## src/rtl/alu_rs_scheduler_if.sv

```systemverilog
// rtl/alu_rs_scheduler_if.sv - dispatch/issue/status bundle between the ALU RS entries and their scheduler
interface alu_rs_scheduler_if #(
    parameter int ENTRIES = 4,
    parameter int CNT_W   = 3
);
    logic               flush;
    logic               dispatchValid;
    logic               dispatchReady;
    logic [ENTRIES-1:0] entryBusy;
    logic [ENTRIES-1:0] entrySelectReq;
    logic               aluGrant;
    logic [ENTRIES-1:0] writeReq;
    logic [ENTRIES-1:0] selected;
    logic               execute;
    logic [ENTRIES-1:0] clear;
    logic [CNT_W-1:0]   occupancy;
    logic               full;
    logic               empty;
    logic               countError;

    modport master (
        output flush, dispatchValid, entryBusy, entrySelectReq, aluGrant,
        input  dispatchReady, writeReq, selected, execute, clear,
        input  occupancy, full, empty, countError
    );

    modport slave (
        input  flush, dispatchValid, entryBusy, entrySelectReq, aluGrant,
        output dispatchReady, writeReq, selected, execute, clear,
        output occupancy, full, empty, countError
    );
endinterface

```

## src/rtl/alu_rs_scheduler.sv

```systemverilog
// rtl/alu_rs_scheduler.sv - ALU reservation-station allocator and oldest-ready issue picker
module alu_rs_scheduler #(
    parameter int ENTRIES = 4,
    parameter int CNT_W   = 3
) (
    input  logic             i_clk,
    input  logic             i_resetN,
    alu_rs_scheduler_if.slave bus
);
    // r_age[j][i] = 1 means entry j is older than entry i
    logic [ENTRIES-1:0] r_age [ENTRIES];
    logic [CNT_W-1:0]   r_occ;
    logic               r_count_err;
    logic               r_flush_d;

    logic [ENTRIES-1:0] w_free;
    logic [ENTRIES-1:0] w_lowest;
    logic [ENTRIES-1:0] w_cand;
    logic [ENTRIES-1:0] w_sel;
    logic               w_alloc;
    logic               w_active;
    logic               w_blocked;
    logic [CNT_W-1:0]   w_pop;
    logic [CNT_W-1:0]   w_occ_next;

    assign w_free             = ~bus.entryBusy;
    assign w_lowest           = w_free & (~w_free + ENTRIES'(1));
    assign w_active           = i_resetN & ~bus.flush;
    assign bus.dispatchReady  = (|w_free) & ~bus.flush;
    assign w_alloc            = bus.dispatchValid & bus.dispatchReady & i_resetN;
    assign bus.writeReq       = w_alloc ? w_lowest : '0;

    // A just-written entry is excluded so its busy set never meets an issue clear
    assign w_cand = bus.entrySelectReq & bus.entryBusy & ~bus.writeReq;

    always_comb begin
        w_sel     = '0;
        w_blocked = 1'b0;
        for (int i = 0; i < ENTRIES; i++) begin
            w_blocked = 1'b0;
            for (int j = 0; j < ENTRIES; j++) begin
                w_blocked = w_blocked | (w_cand[j] & r_age[j][i]);
            end
            w_sel[i] = w_cand[i] & ~w_blocked;
        end
    end

    assign bus.selected = w_active ? w_sel : '0;
    assign bus.execute  = (|bus.selected) & bus.aluGrant;
    assign bus.clear    = {ENTRIES{bus.flush}};

    always_comb begin
        w_pop = '0;
        for (int i = 0; i < ENTRIES; i++) begin
            w_pop = w_pop + CNT_W'(bus.entryBusy[i]);
        end
    end

    assign w_occ_next = r_occ + CNT_W'(w_alloc) - CNT_W'(bus.execute);

    always_ff @(posedge i_clk or negedge i_resetN) begin
        if (!i_resetN) begin
            for (int j = 0; j < ENTRIES; j++) begin
                r_age[j] <= '0;
            end
            r_occ       <= '0;
            r_count_err <= 1'b0;
            r_flush_d   <= 1'b0;
        end else begin
            r_flush_d <= bus.flush;
            if (bus.flush) begin
                for (int j = 0; j < ENTRIES; j++) begin
                    r_age[j] <= '0;
                end
                r_occ <= '0;
            end else begin
                // New entry becomes youngest: its row clears, its column sets elsewhere
                if (w_alloc) begin
                    for (int j = 0; j < ENTRIES; j++) begin
                        if (bus.writeReq[j]) begin
                            r_age[j] <= '0;
                        end else begin
                            r_age[j] <= r_age[j] | bus.writeReq;
                        end
                    end
                end
                r_occ <= w_occ_next;
            end
            // The flush cycle and the one after are skipped while entries settle
            if (!bus.flush && !r_flush_d && (r_occ != w_pop)) begin
                r_count_err <= 1'b1;
            end
        end
    end

    assign bus.occupancy  = r_occ;
    assign bus.full       = (r_occ == CNT_W'(ENTRIES));
    assign bus.empty      = (r_occ == '0);
    assign bus.countError = r_count_err;
endmodule

```

## src/flat_wrapper.sv

```systemverilog
// flat-port wrapper written by rule: the top's interface ports become plain ports
module alu_rs_scheduler_flat 
#(
    parameter int ENTRIES = 4,
    parameter int CNT_W   = 3
)
  (i_clk, i_resetN, bus_flush, bus_dispatchValid, bus_entryBusy, bus_entrySelectReq, bus_aluGrant, bus_dispatchReady, bus_writeReq, bus_selected, bus_execute, bus_clear, bus_occupancy, bus_full, bus_empty, bus_countError);
  alu_rs_scheduler_if #(.ENTRIES(ENTRIES), .CNT_W(CNT_W)) bus_i ();
  input  logic i_clk;
  input  logic i_resetN;
  input wire logic [$bits(bus_i.flush)-1:0] bus_flush;
  input wire logic [$bits(bus_i.dispatchValid)-1:0] bus_dispatchValid;
  input wire logic [$bits(bus_i.entryBusy)-1:0] bus_entryBusy;
  input wire logic [$bits(bus_i.entrySelectReq)-1:0] bus_entrySelectReq;
  input wire logic [$bits(bus_i.aluGrant)-1:0] bus_aluGrant;
  output wire logic [$bits(bus_i.dispatchReady)-1:0] bus_dispatchReady;
  output wire logic [$bits(bus_i.writeReq)-1:0] bus_writeReq;
  output wire logic [$bits(bus_i.selected)-1:0] bus_selected;
  output wire logic [$bits(bus_i.execute)-1:0] bus_execute;
  output wire logic [$bits(bus_i.clear)-1:0] bus_clear;
  output wire logic [$bits(bus_i.occupancy)-1:0] bus_occupancy;
  output wire logic [$bits(bus_i.full)-1:0] bus_full;
  output wire logic [$bits(bus_i.empty)-1:0] bus_empty;
  output wire logic [$bits(bus_i.countError)-1:0] bus_countError;
  assign bus_i.flush = bus_flush;
  assign bus_i.dispatchValid = bus_dispatchValid;
  assign bus_i.entryBusy = bus_entryBusy;
  assign bus_i.entrySelectReq = bus_entrySelectReq;
  assign bus_i.aluGrant = bus_aluGrant;
  assign bus_dispatchReady = bus_i.dispatchReady;
  assign bus_writeReq = bus_i.writeReq;
  assign bus_selected = bus_i.selected;
  assign bus_execute = bus_i.execute;
  assign bus_clear = bus_i.clear;
  assign bus_occupancy = bus_i.occupancy;
  assign bus_full = bus_i.full;
  assign bus_empty = bus_i.empty;
  assign bus_countError = bus_i.countError;
  alu_rs_scheduler #(.ENTRIES(ENTRIES), .CNT_W(CNT_W)) u_core (.i_clk(i_clk), .i_resetN(i_resetN), .bus(bus_i));
endmodule
```

## config.mk

```make
export PLATFORM = sky130hd
export DESIGN_NAME = alu_rs_scheduler_flat
export DESIGN_NICKNAME = d
export VERILOG_FILES = /design/src/rtl/alu_rs_scheduler_if.sv /design/src/rtl/alu_rs_scheduler.sv /design/src/flat_wrapper.sv
export SDC_FILE = /design/constraint.sdc
export NUM_CORES = 1
export LEC_CHECK = 0
export ABC_AREA = 0
export CAP_MARGIN = 20
export CELL_PAD_IN_SITES_DETAIL_PLACEMENT = 1
export CELL_PAD_IN_SITES_GLOBAL_PLACEMENT = 1
export CORE_MARGIN = 2
export CORE_UTILIZATION = 32
export DETAILED_ROUTE_END_ITERATION = 8
export PLACE_DENSITY = 0.8
export SLEW_MARGIN = 20
export SYNTH_ARGS = -nofsm -noshare
export SYNTH_HDL_FRONTEND = slang
export SYNTH_SLANG_ARGS = --single-unit
```

## constraint.sdc

```tcl
create_clock -name i_clk -period 2.05 [get_ports i_clk]
set_input_delay 0.41 -clock i_clk [delete_from_list [all_inputs] [get_ports i_clk]]
set_output_delay 0.41 -clock i_clk [all_outputs]
set_load 0.01 [all_outputs]
```

# Word-level counts from Yosys, hierarchy flattened
# Index checks and enable logic that the tools add are counted.
[word_totals]
register_bits = 21
inputBits = 13
output_inout_bits = 20
word_cells = 84
[op_classes]
add_sub_neg = 6
eq_ne = 2
muxes = 9
n_bitwise = 52
n_reduce_logical = 8
[ops]
columns = ["op", "n"]
rows = [
  ["16-bit 2-to-1 mux", 2],
  ["1-bit bitwise AND", 25],
  ["4-bit 2-to-1 mux", 6],
  ["4-bit bitwise OR", 4],
  ["4-bit bitwise AND", 3],
  ["4-bit NOT", 3],
  ["1-bit bitwise OR", 12],
  ["3-bit by 1-bit adder with 3-bit output", 3],
  ["4-bit OR reduction", 2],
  ["1-bit NOT", 5],
  ["4-bit by 1-bit adder with 4-bit output (second input constant)", 1],
  ["3-bit equality test (second input constant)", 1],
  ["3-bit zero test", 1],
  ["3-bit 2-to-1 mux", 1],
  ["3-bit != test", 1],
  ["3-bit by 1-bit subtractor with 3-bit output", 1],
  ["1-bit by 1-bit adder with 2-bit output", 1],
  ["1-bit logical AND", 2],
  ["1-bit zero test", 2],
  ["2-bit nonzero test", 1],
]

# Longest topological paths before layout
[logic_depth]
ltp_word = 19
depth_mapped = 11
ltp_nobuf = 11

# Worst setup path before layout
# No wires, ideal clock.
[synth_timing]
path_type = "input -> register"
start = "input port bus_flush"
end = "register u_core.r_occ[2] (netlist: u_core.bus.occupancy[2])"
setup_ps = 122
t_arrival_ps = 2491
required_time_ps = 1928
path_slack_ps = -562
cell_stages = 11
path_buffers = 1
path_cell_list = "buf_2 nand2b_2 nor4_2 o41a_1 ha_1 inv_1 ha_1 inv_1 fa_1 xnor2_1 nor2_1"
[synth_via]
elab_chain_len = 18
word_cells_on_any_way = 50
cone_classes = "add/sub (2); mux (3); bitwise (44); reduce/logical (1)"
[synth_lines]
columns = ["item", "line", "rtl"]
rows = [
  ["start, declared", "flat_wrapper.sv:11", "input wire logic [$bits(bus_i.flush)-1:0] bus_flush;"],
  ["1-bit NOT (*)", "alu_rs_scheduler.sv:28, alu_rs_scheduler.sv:29", ""],
  ["1-bit bitwise AND", "alu_rs_scheduler.sv:29", "assign bus.dispatchReady = (|w_free) & ~bus.flush;"],
  ["1-bit bitwise AND (2 in a row)", "alu_rs_scheduler.sv:30", "assign w_alloc = bus.dispatchValid & bus.dispatchReady & i_resetN;"],
  ["4-bit 2-to-1 mux", "alu_rs_scheduler.sv:31", "assign bus.writeReq = w_alloc ? w_lowest : '0;"],
  ["4-bit NOT", "alu_rs_scheduler.sv:34", "assign w_cand = bus.entrySelectReq & bus.entryBusy & ~bus.writeReq;"],
  ["4-bit bitwise AND", "alu_rs_scheduler.sv:34", ""],
  ["1-bit bitwise AND", "alu_rs_scheduler.sv:42", "w_blocked = w_blocked | (w_cand[j] & r_age[j][i]);"],
  ["1-bit bitwise OR (3 in a row)", "alu_rs_scheduler.sv:42", ""],
  ["1-bit NOT", "alu_rs_scheduler.sv:44", "w_sel[i] = w_cand[i] & ~w_blocked;"],
  ["1-bit bitwise AND", "alu_rs_scheduler.sv:44", ""],
  ["4-bit 2-to-1 mux (*)", "alu_rs_scheduler.sv:48", "assign bus.selected = w_active ? w_sel : '0;"],
  ["net bus_selected[1]", "flat_wrapper.sv:18", "output wire logic [$bits(bus_i.selected)-1:0] bus_selected;"],
  ["4-bit OR reduction (*)", "alu_rs_scheduler.sv:49", "assign bus.execute = (|bus.selected) & bus.aluGrant;"],
  ["1-bit bitwise AND (*)", "alu_rs_scheduler.sv:49", ""],
  ["net bus_execute", "flat_wrapper.sv:19", "output wire logic [$bits(bus_i.execute)-1:0] bus_execute;"],
  ["3-bit by 1-bit subtractor with 3-bit output (*)", "alu_rs_scheduler.sv:59", "assign w_occ_next = r_occ + CNT_W'(w_alloc) - CNT_W'(bus.execute);"],
  ["3-bit 2-to-1 mux (*)", "alu_rs_scheduler.sv:71", "if (bus.flush) begin"],
  ["end signal, assigned", "alu_rs_scheduler.sv:87", "r_occ <= w_occ_next;"],
  ["end, declared", "alu_rs_scheduler.sv:12", "logic [CNT_W-1:0] r_occ;"],
]
# Mark *: on every way through the listed nets, which the timed path passes. The rest lies on a longest branch.
# A chain may end at the register's enable or synchronous reset.

# Worst setup path after layout
[layout_timing]
start = "input port bus_entrySelectReq[0]"
end = "register u_core.r_occ[1] (netlist: u_core.bus.occupancy[1])"
[layout_via]
elab_chain_len = 13
word_cells_on_any_way = 31
cone_classes = "add/sub (1); mux (2); bitwise (27); reduce/logical (1)"
[layout_lines]
columns = ["item", "line", "rtl"]
rows = [
  ["start, declared", "flat_wrapper.sv:14", "input wire logic [$bits(bus_i.entrySelectReq)-1:0] bus_entrySelectReq;"],
  ["4-bit bitwise AND (*) (2 in a row)", "alu_rs_scheduler.sv:34", ""],
  ["1-bit bitwise AND", "alu_rs_scheduler.sv:42", ""],
  ["1-bit bitwise OR (3 in a row)", "alu_rs_scheduler.sv:42", ""],
  ["1-bit NOT", "alu_rs_scheduler.sv:44", ""],
  ["1-bit bitwise AND", "alu_rs_scheduler.sv:44", ""],
  ["4-bit 2-to-1 mux (*)", "alu_rs_scheduler.sv:48", ""],
  ["4-bit OR reduction (*)", "alu_rs_scheduler.sv:49", ""],
  ["1-bit bitwise AND (*)", "alu_rs_scheduler.sv:49", ""],
  ["3-bit by 1-bit subtractor with 3-bit output (*)", "alu_rs_scheduler.sv:59", ""],
  ["3-bit 2-to-1 mux (*)", "alu_rs_scheduler.sv:71", ""],
]
# Mark *: on every way between the ends. The rest lies on a longest branch, timed or not.

==> results.toml <==
[job]
cap_violations = 0

[power_and_ir_drop]
p_leak_nw = 0.884
p_per_area_nw_per_um2 = 546
power_w = 0.00100
peakVddDrop_mv = 0.262

[critical_path]
setup.worst_path.end = "u_core.bus.occupancy[1]"
reg2reg_from = "u_core.r_age[11]"
cp_cell_sequence = "clkdlybuf4s15_2, nand3_1, nand3_2, nor4_4, o41a_1, ha_1, inv_1, ha_1, inv_1, fa_2, nor2_1"
critPathLaunch = "bus_entrySelectReq[0]"
r2r_end = "u_core.bus.occupancy[1]"
critical_path_required_ns = 2.19
path_class = "in -> reg"
reg2reg_depth = 10
cp_max_fo = 4
critPathSlowestCell = "fa_2"
endpoint_kind = "flip-flop"
cpPeakStageDelay_ns = 0.51
ff2ff_setup_slack_ns = -0.21
cp.arrival_ns = 2.44
crit_path_start_kind = "input port"

[timing]
finalCritPeriodShare_pct = 112
tightest_slew_ns = 0.306
setup_violations = 2
clock.fmax_mhz = 436
finalWorstSetupSlack_ns = -0.242
finalClockSkew_ns = 0.00947
slew_viol_final = 0
rsz0062_at_grt = "yes"
setup_tns_ns = -0.447
hold_viol = 0
slew_headroom_pct = 79.5
fin_crit_ns = 2.29

[floorplanning]
chipWidth_um = 64.7
coreArea_um2 = 3610
die_height_um = 64.7
num_io_pins = 33
initial_core_util_pct = 32.7
die_area_um2 = 4190
num_rows = 22

[synthesis]
synth.largest_area_cell = "dfrtp_1"
syn_area_um2 = 1180
synth_edf_count = 0
syn_inst = 107
synth_top_cell_area_share_pct = 44.5
synthTopCellsByArea = "dfrtp_1 (45%), o21a_1 (7.6%), nand3_1 (6.8%)"
avgSynthCellArea_um2 = 11.0
async_reset_ff_share_pct = 100
yosys_warnings = 0
synthDistinctLibCells = 29
synth_fp_nets = 127
synthFlopType = "dfrtp_1"
ys_seq_area_share_pct = 44.5
synth_seq_cells = 21

[cells_and_area]
area_growth_syn_to_layout_pct = 55.9
nets = 186
fill_cells = 404
seqCellArea_um2 = 526
final_util_pct = 51.0
layout_commonest_cell = "buf_4"
layout_common_cells = "buf_4 (25), dfrtp_1 (21), o21a_1 (12), clkdlybuf4s50_1 (12), buf_2 (11)"
multi_input_area_um2 = 713
drive_gt1_share_pct = 43.6
fin_cells = 213
diodes = 0

[drt]
vias = 1028
avgRoutedWirePerCell_um = 17.5
first_iter_violations = 30
drc = 0
firstDrtPassIters = 4
antenna_left = 0
viasPerCell = 4.83
wirelength_mm = 3.73

[place]
post-place-cells = 201
io_buffers = 32
dpl.hpwl_mm = 2.85
gp_congestion = 0.933

[clock_tree]
path_clk_slew_ns = 0.08
cts_sinks = 21
cts_buffer_depth = 2
clock-root-buffer = "clkbuf_8"
insertion_delay_ns = 0.26
numCtsBuffers = 3
htree_levels = 1
cts_tree = "done"

[global_route]
gr-total-overflow = 0
grt_pass1_wl_mm = 6.07
grt_max_degree = 22
grt.total_usage_pct = 19.7
antenna_found_initial = 0
grt_pass1_vias = 1137

[hold_path]
hp-class = "in -> async"

[outcome]
violations = "setup timing"
status = "finished with violations"
==> power breakdown <==
part	switching [W]	leakage, nW	total (W)	internal, W
logic	0.000132	0.578	0.000278	0.000146
registers	0.0000220	0.283	0.000451	0.000429
clock network	0.000136	0.0228	0.000275	0.000138
==> repair_timing <==
action	CTS	global route
setup buffers	2	7
gates cloned	0	0
endpoints found under the setup margin	21	6
hold buffers	0	0
gates resized for setup	67	12
pin swaps	8	5
==> stage by stage <==
step	setup WS [ns]	hold slack (ns)	cell area, um^2
3_5_place_dp	-1.01	0.459	1710
3_3_place_gp	-0.894	0.452	1710
5_1_grt	-0.314	0.458	1840
4_1_cts	-0.239	0.431	1800
2_1_floorplan	-0.343	0.114	1230
6_report	-0.242	0.435	1840
==> cells by family (layout without fill, tap and decap cells) <==
group	after synthesis	after routing	synth area share [%]
compound gates	14	14	9.33
xor+xnor	5	5	3.71
fa+ha+maj	7	7	8.70
buf+inv	12	70	5.20
flops	21	21	44.5
simple gates	48	48	28.5
==> area by class of cell <==
type | instances | share of cell area, %
Clock buffer | 4 | 2.45
Inverter | 7 | 1.43
Multi-Input combinational cell | 74 | 38.8
Sequential cell | 21 | 28.6
Tap cell | 48 | 3.27
Timing Repair Buffer | 59 | 25.5
==> critical path: cells and delay by family <==
family | cells | cell delay (ns)
adder cells (fa/ha/maj) | 3 | 0.92
buffers and inverters | 3 | 0.34
AO/OA/AOI/OAI | 1 | 0.45
AND/OR/NAND/NOR | 4 | 0.32
==> registers in the layout (all words and copies together) (netlist names) <==
register               flops
u_core.r_flush_d           1
u_core.r_age              16
u_core.bus.countError      1
u_core.bus.occupancy       3
==> cell usage after synthesis (2+ instances only) <==
cell and number:
inv_1 6, ha_1 5, dfrtp_1 21, xor2_1 2, nor2_1 7, nor4_2 4, nand2_1 5, nand3_1 16
xnor2_1 3, o21a_1 12, and2_1 4, fa_1 2, buf_4 4
==> layer usage <==
metal	vias to the layer above	share of wire [%]	global-route usage (%)
li1	484	-	-
met5	-	0	0
met4	0	3.2	11.2
met2	27	55	35.4
met3	8	2.8	3.30
met1	509	39	21.6
==> how the worst min path moves through the flow <==
stage	to	slack, ns	from	depth (start not counted)
4_1_cts	u_core.r_flush_d	0.43	i_resetN	3
2_1_floorplan	u_core.bus.countError	0.11	i_resetN	0
3_3_place_gp	u_core.bus.countError	0.45	u_core.bus.countError	1
5_1_grt	u_core.r_flush_d	0.46	i_resetN	3
3_5_place_dp	u_core.bus.countError	0.46	u_core.bus.countError	1
6_report	u_core.bus.countError	0.44	i_resetN	3
(Power assumes the default switching activity.)
